===== src/rtl/inference_controller.sv =====
// Sequences one MNIST inference per debounced key press: snapshot pixels, pulse start, wait for done/timeout.
// Optional build macro AUTO_INFER_EN: also starts a run when the drawing grid has been stable and differs from the last snapshot.
module inference_controller #(
  parameter int unsigned DEBOUNCE_CYCLES = 16,
  parameter int unsigned TIMEOUT_CYCLES  = 4096,
  parameter int unsigned N_PIX           = 784
) (
  input  logic             clk,
  input  logic             resetn,
  input  logic             key_start_n,
  input  logic [N_PIX-1:0] pixel_live,
  input  logic             nn_done,
  input  logic [3:0]       nn_argmax,
  output logic             nn_start,
  output logic [N_PIX-1:0] nn_pixels,
  output logic [3:0]       result,
  output logic             result_valid,
  output logic             timeout_err,
  output logic             busy,
  output logic [2:0]       state_dbg
);

  localparam int unsigned DB_W = $clog2(DEBOUNCE_CYCLES + 1);
  localparam int unsigned TO_W = $clog2(TIMEOUT_CYCLES + 1);

  typedef enum logic [2:0] {
    ST_IDLE    = 3'd0,
    ST_CAPTURE = 3'd1,
    ST_START   = 3'd2,
    ST_WAIT    = 3'd3,
    ST_RELEASE = 3'd4
  } state_t;

  state_t          state;
  logic            key_sync1;
  logic            key_sync2;
  logic            key_db;
  logic            press;
  logic            trigger;
  logic [DB_W-1:0] db_cnt;
  logic [TO_W-1:0] wait_cnt;

  // Key synchroniser and debouncer; press is a one-cycle pulse on the released->pressed flip
  always_ff @(posedge clk) begin
    if (!resetn) begin
      key_sync1 <= 1'b1;
      key_sync2 <= 1'b1;
      key_db    <= 1'b1;
      db_cnt    <= '0;
      press     <= 1'b0;
    end else begin
      key_sync1 <= key_start_n;
      key_sync2 <= key_sync1;
      press     <= 1'b0;
      if (key_sync2 == key_db) begin
        db_cnt <= '0;
      end else if (db_cnt == DB_W'(DEBOUNCE_CYCLES - 1)) begin
        key_db <= key_sync2;
        db_cnt <= '0;
        press  <= key_db & ~key_sync2;
      end else begin
        db_cnt <= db_cnt + 1'b1;
      end
    end
  end

`ifdef AUTO_INFER_EN
  logic [N_PIX-1:0] pixel_prev;
  logic [DB_W-1:0]  stab_cnt;
  logic             auto_trig;

  // Stability tracker: counts consecutive cycles with an unchanged drawing grid
  always_ff @(posedge clk) begin
    if (!resetn) begin
      pixel_prev <= '0;
      stab_cnt   <= '0;
    end else begin
      pixel_prev <= pixel_live;
      if (pixel_live != pixel_prev) begin
        stab_cnt <= '0;
      end else if (stab_cnt != DB_W'(DEBOUNCE_CYCLES)) begin
        stab_cnt <= stab_cnt + 1'b1;
      end
    end
  end

  assign auto_trig = (pixel_live == pixel_prev) &&
                     (stab_cnt >= DB_W'(DEBOUNCE_CYCLES - 1)) &&
                     (pixel_live != nn_pixels);
  assign trigger   = press | auto_trig;
`else
  assign trigger = press;
`endif

  // Run sequencer
  always_ff @(posedge clk) begin
    if (!resetn) begin
      state        <= ST_IDLE;
      nn_pixels    <= '0;
      result       <= 4'hF;
      result_valid <= 1'b0;
      timeout_err  <= 1'b0;
      wait_cnt     <= '0;
    end else begin
      case (state)
        ST_IDLE: begin
          if (trigger) begin
            state        <= ST_CAPTURE;
            result_valid <= 1'b0;
            timeout_err  <= 1'b0;
          end
        end
        ST_CAPTURE: begin
          nn_pixels <= pixel_live;
          state     <= ST_START;
        end
        ST_START: begin
          wait_cnt <= '0;
          state    <= ST_WAIT;
        end
        ST_WAIT: begin
          if (wait_cnt != TO_W'(TIMEOUT_CYCLES - 1)) begin
            wait_cnt <= wait_cnt + 1'b1;
          end
          // done has priority over a timeout landing on the same cycle
          if (nn_done) begin
            if (nn_argmax <= 4'd9) begin
              result       <= nn_argmax;
              result_valid <= 1'b1;
            end else begin
              result       <= 4'hF;
              result_valid <= 1'b0;
            end
            state <= ST_RELEASE;
          end else if (wait_cnt == TO_W'(TIMEOUT_CYCLES - 1)) begin
            timeout_err  <= 1'b1;
            result       <= 4'hF;
            result_valid <= 1'b0;
            state        <= ST_RELEASE;
          end
        end
        ST_RELEASE: begin
          if (!nn_done && key_db) begin
            state <= ST_IDLE;
          end
        end
        default: state <= ST_IDLE;
      endcase
    end
  end

  assign nn_start  = (state == ST_START);
  assign busy      = (state != ST_IDLE);
  assign state_dbg = state;

endmodule


===== config.mk =====
export PLATFORM = sky130hd
export DESIGN_NAME = inference_controller
export DESIGN_NICKNAME = d
export VERILOG_FILES = /design/src/rtl/inference_controller.sv
export SDC_FILE = /design/constraint.sdc
export NUM_CORES = 2
export LEC_CHECK = 0
export BUFFER_PORTS_ARGS = -buffer_cell sky130_fd_sc_hd__buf_4
export CAP_MARGIN = 25
export CORE_AREA = 2 2 618 620
export CTS_CLUSTER_SIZE = 14
export DETAILED_ROUTE_END_ITERATION = 8
export DIE_AREA = 0 0 620 622
export GPL_TIMING_DRIVEN = 0
export HOLD_SLACK_MARGIN = 0.1
export PLACE_DENSITY = 0.3
export SYNTH_ARGS = -nofsm -noshare
export SYNTH_HDL_FRONTEND = slang
export SYNTH_SLANG_ARGS = --single-unit

===== constraint.sdc =====
create_clock -name clk -period 2.05 [get_ports clk]
set_input_delay 0.205 -clock clk [delete_from_list [all_inputs] [get_ports clk]]
set_output_delay 0.205 -clock clk [all_outputs]
set_load 0.02 [all_outputs]

==> implementation parameters <==
Parameter                              Value

Yosys
  Most common flop cell mapped by yosys    dfxtp_1
  Number of distinct library cell variants in the gate-level netlist after synthesis    47
  Ys Warns    0
  Syn nets    4,353
  Register bit count reported by yosys    815
  EDFF count, synth    0
  Average cell area after synthesis    7.917 sq um
  Post-synthesis cell area    28,160 sq um
  Fraction of synthesis flops using an asynchronous set or reset pin    0
  Post-Syn Instances    3,557
  Proportion of synthesized chip area in sequential cells    0.5794

Worst setup path
  R2r setup slk    0.12 ns
  Critical path startpoint    state_dbg[2]
  CP startpoint kind    flop
  Kind of capture point of the worst setup path    output port
  Data arrival time of the critical path    between 1.5 and 2 ns
  Data required time at the worst endpoint    1.85 ns
  Worst Path Class, Setup    flop to output port
  Largest fanout on the critical path    7
  Reg-to-reg critical path startpoint    state_dbg[0]

STA
  Relative slew slack    0.3090
  Final setup skew    0.05290 ns
  Time the final worst path needs with I/O delays and setup    2.009 ns
  Setup repair after global routing missed its margin    yes
  Final setup violation count    0
  Peak Freq    497.8 MHz
  Post-route setup TNS    0 ns
  Number of hold violations in the final report    0
  Final number of max-transition violations    0
  Final critical-path share of the clock period    0.9800
  Pin slew with the least headroom to its limit    1.037 ns

Route
  Met3 wirelength from detailed routing    17,900 um
  Number of design-rule violations left by the first detailed-router iteration    about 2.0k
  Total met2 wirelength after detailed routing    ~140,000 um
  Top Layer Used    met5
  Met1 routed wirelength after detailed routing    118,900 um
  DR WL/cell    roughly 25 um
  Final WL    285,600 um
  Pre-Repair DR Iteration Count    5
  Antenna-violating nets left    0
  Vias per Instance    3.197
  DRC violation count after routing    0
  Total via count in the routed design    36.22k

Clocking
  Bufs on Longest Clock Path    4
  CTS tree    yes
  Clock root cell    clkbuf_16
  Number of clock buffers inserted by TritonCTS    115
  Count of clock tree sinks    815
  H-tree levels    3
  Clock latency on the worst-skew pair    0.85 ns
  Clock transition at the register clock pins on the worst setup and hold paths after CTS    about 0.060 ns

Floorplanning
  DIE HEIGHT    about 620 um
  Starting density of the core    0.07443
  Area of the core    378,300 sq um
  I/O pin cnt    1,587
  Cell row count    226
  Die width    620 um
  Die footprint    just under 400,000 sq um

GRT
  Total global routing track utilization    0.1419
  Number of global-route vias before repair    36.77k
  Wire length of the first global-routing pass    365,800 um
  Remaining Overflow, GRT    0
  Initial antenna violation count    84
  Maximum number of pins on one net before global-route repair    16

Finish
  Most common cell after layout, fill and taps aside    buf_4
  Syn-to-layout area delta    113.2%
  Layout cells sized above 1    0.3168
  Final nets    6,998
  Most used cells in the layout excluding fill and tap cells    buf_4, nand2_1, dlygate4sd3_1, dfxtp_1, a21oi_1

Place
  Placed wire-length estimate    248,900 um
  Final weighted congestion of routability-driven global placement    0.9308
  Port Buffer Count    1,586

Hold path
  Hold wc startpoint    resetn
  Worst min-delay path category    input port to flop

Pwr
  Power per standard cell area    ~670 nW/um^2
  Total design power    40.25 mW
  Worst IR Drop VDD    0.6433 mV
  Cell leakage power    23.15 nW

Run
  Total of max-cap violations    0

Status
  Result of the run    complete, no violations
[state kept, by name, summed over array words and instances, names as in the netlist]
name / count
db_cnt: 5
key_db: 1
result_valid: 1
key_sync1: 1
nn_pixels: 784
result: 4
key_sync2: 1
wait_cnt: 13
timeout_err: 1
press: 1
state_dbg: 3
[final cells by class]
class / count / area, sq um
diodes: 26 / 65.06
plain buffers: 265 / 1528
clock buffers: 170 / 3386
clock inverters: 30 / 339.1
fillers: 43225 / 318300
inverters: 6 / 22.52
multi-input cells: 2468 / 10680
flip-flops and latches: 815 / 16330
well taps: 5016 / 6276
repair buffers: 2531 / 21410
[through the flow]
| stage | instances | cell area [sq um] | worst slack (ns) | hold slack [ns] | utilization |
|---|---|---|---|---|---|
| floorplan | 3557 | 28160 | 0.3378 | 0.3065 | - |
| finish | 11327 | 60040 | 0.04109 | 0.1758 | 0.1587 |
| detailed placement | 10164 | 46430 | -1.348 | 0.4026 | 0.1227 |
| CTS | 11304 | 59870 | -0.1206 | 0.1002 | 0.1582 |
| global route | 11315 | 60010 | -0.04730 | 0.1441 | 0.1586 |
| global placement | 10159 | 46340 | -1.855 | 0.4114 | 0.1225 |
[kinds of logic (layout without fill, tap and decap cells)]
family / after synthesis / after routing / synth area share
AND/OR/NAND/NOR: 1641 / 1641 / 0.2246
AO/OA/AOI/OAI: 821 / 821 / 0.1489
flip-flops: 815 / 815 / 0.5794
buffers and inverters: 274 / 3002 / 0.04474
adder cells (fa/ha/maj): 4 / 4 / 0.001777
XOR/XNOR: 2 / 2 / 0.0006221
other: 0 / 26 / 0
[synth_stat cells, drive strengths merged (2+ instances only)]
cell / number / area, sq um
o32a: 2 / 20.02
inv: 6 / 22.52
nand4: 7 / 58.81
and4b: 2 / 23.77
buf: 174 / 883.4
nor2b: 2 / 12.51
o31ai: 2 / 15.01
nand2: 1583 / 5942
nor2: 11 / 41.29
nor3: 4 / 20.02
o21ai: 5 / 25.02
nand2b: 5 / 31.28
ha: 4 / 50.05
o22a: 4 / 35.03
nor4: 3 / 25.02
nor3b: 2 / 15.01
nand3: 4 / 20.02
nand3b: 2 / 15.01
dfxtp: 815 / 16320
and4: 4 / 35.03
or3: 3 / 18.77
a31o: 2 / 17.52
a211oi: 2 / 15.01
or4: 4 / 30.03
a21oi: 792 / 3964
o211ai: 4 / 30.03
and3: 3 / 18.77
clkbuf: 94 / 354.1
[routing by layer]
layer,up-vias,track usage
li1,16857,-
met1,17526,0.1711
met2,1416,0.2482
met3,380,0.03427
met4,36,0.03935
met5,-,0
[power breakdown]
group	switching (mW)	internal [mW]	leakage, nW	total, mW
registers	0.0277	15.9	6.56	15.9
logic	1.69	2.28	14.8	3.97
clock network	8.53	11.8	1.83	20.4
[critical path, cell delays in order (launching register included)]
cell and delay (ns):
dfxtp_4 0.37, or3_4 0.42, buf_6 0.15
[path summary, 6_finish.rpt]
path / end / cells past startpoint
max: busy / 2
min: press / 4
max reg2reg: nn_pixels[661] / 8
min reg2reg: key_sync2 / 1
[timing repair]
action	in CTS	in global routing
hold buffers	931	0
setup endpoints to repair	793	453
buffers inserted	9	0
resized for setup	101	52
pin swaps	2	1
endpoints found under the hold margin	806	0
Note: power is estimated with default switching activity, not from simulation.
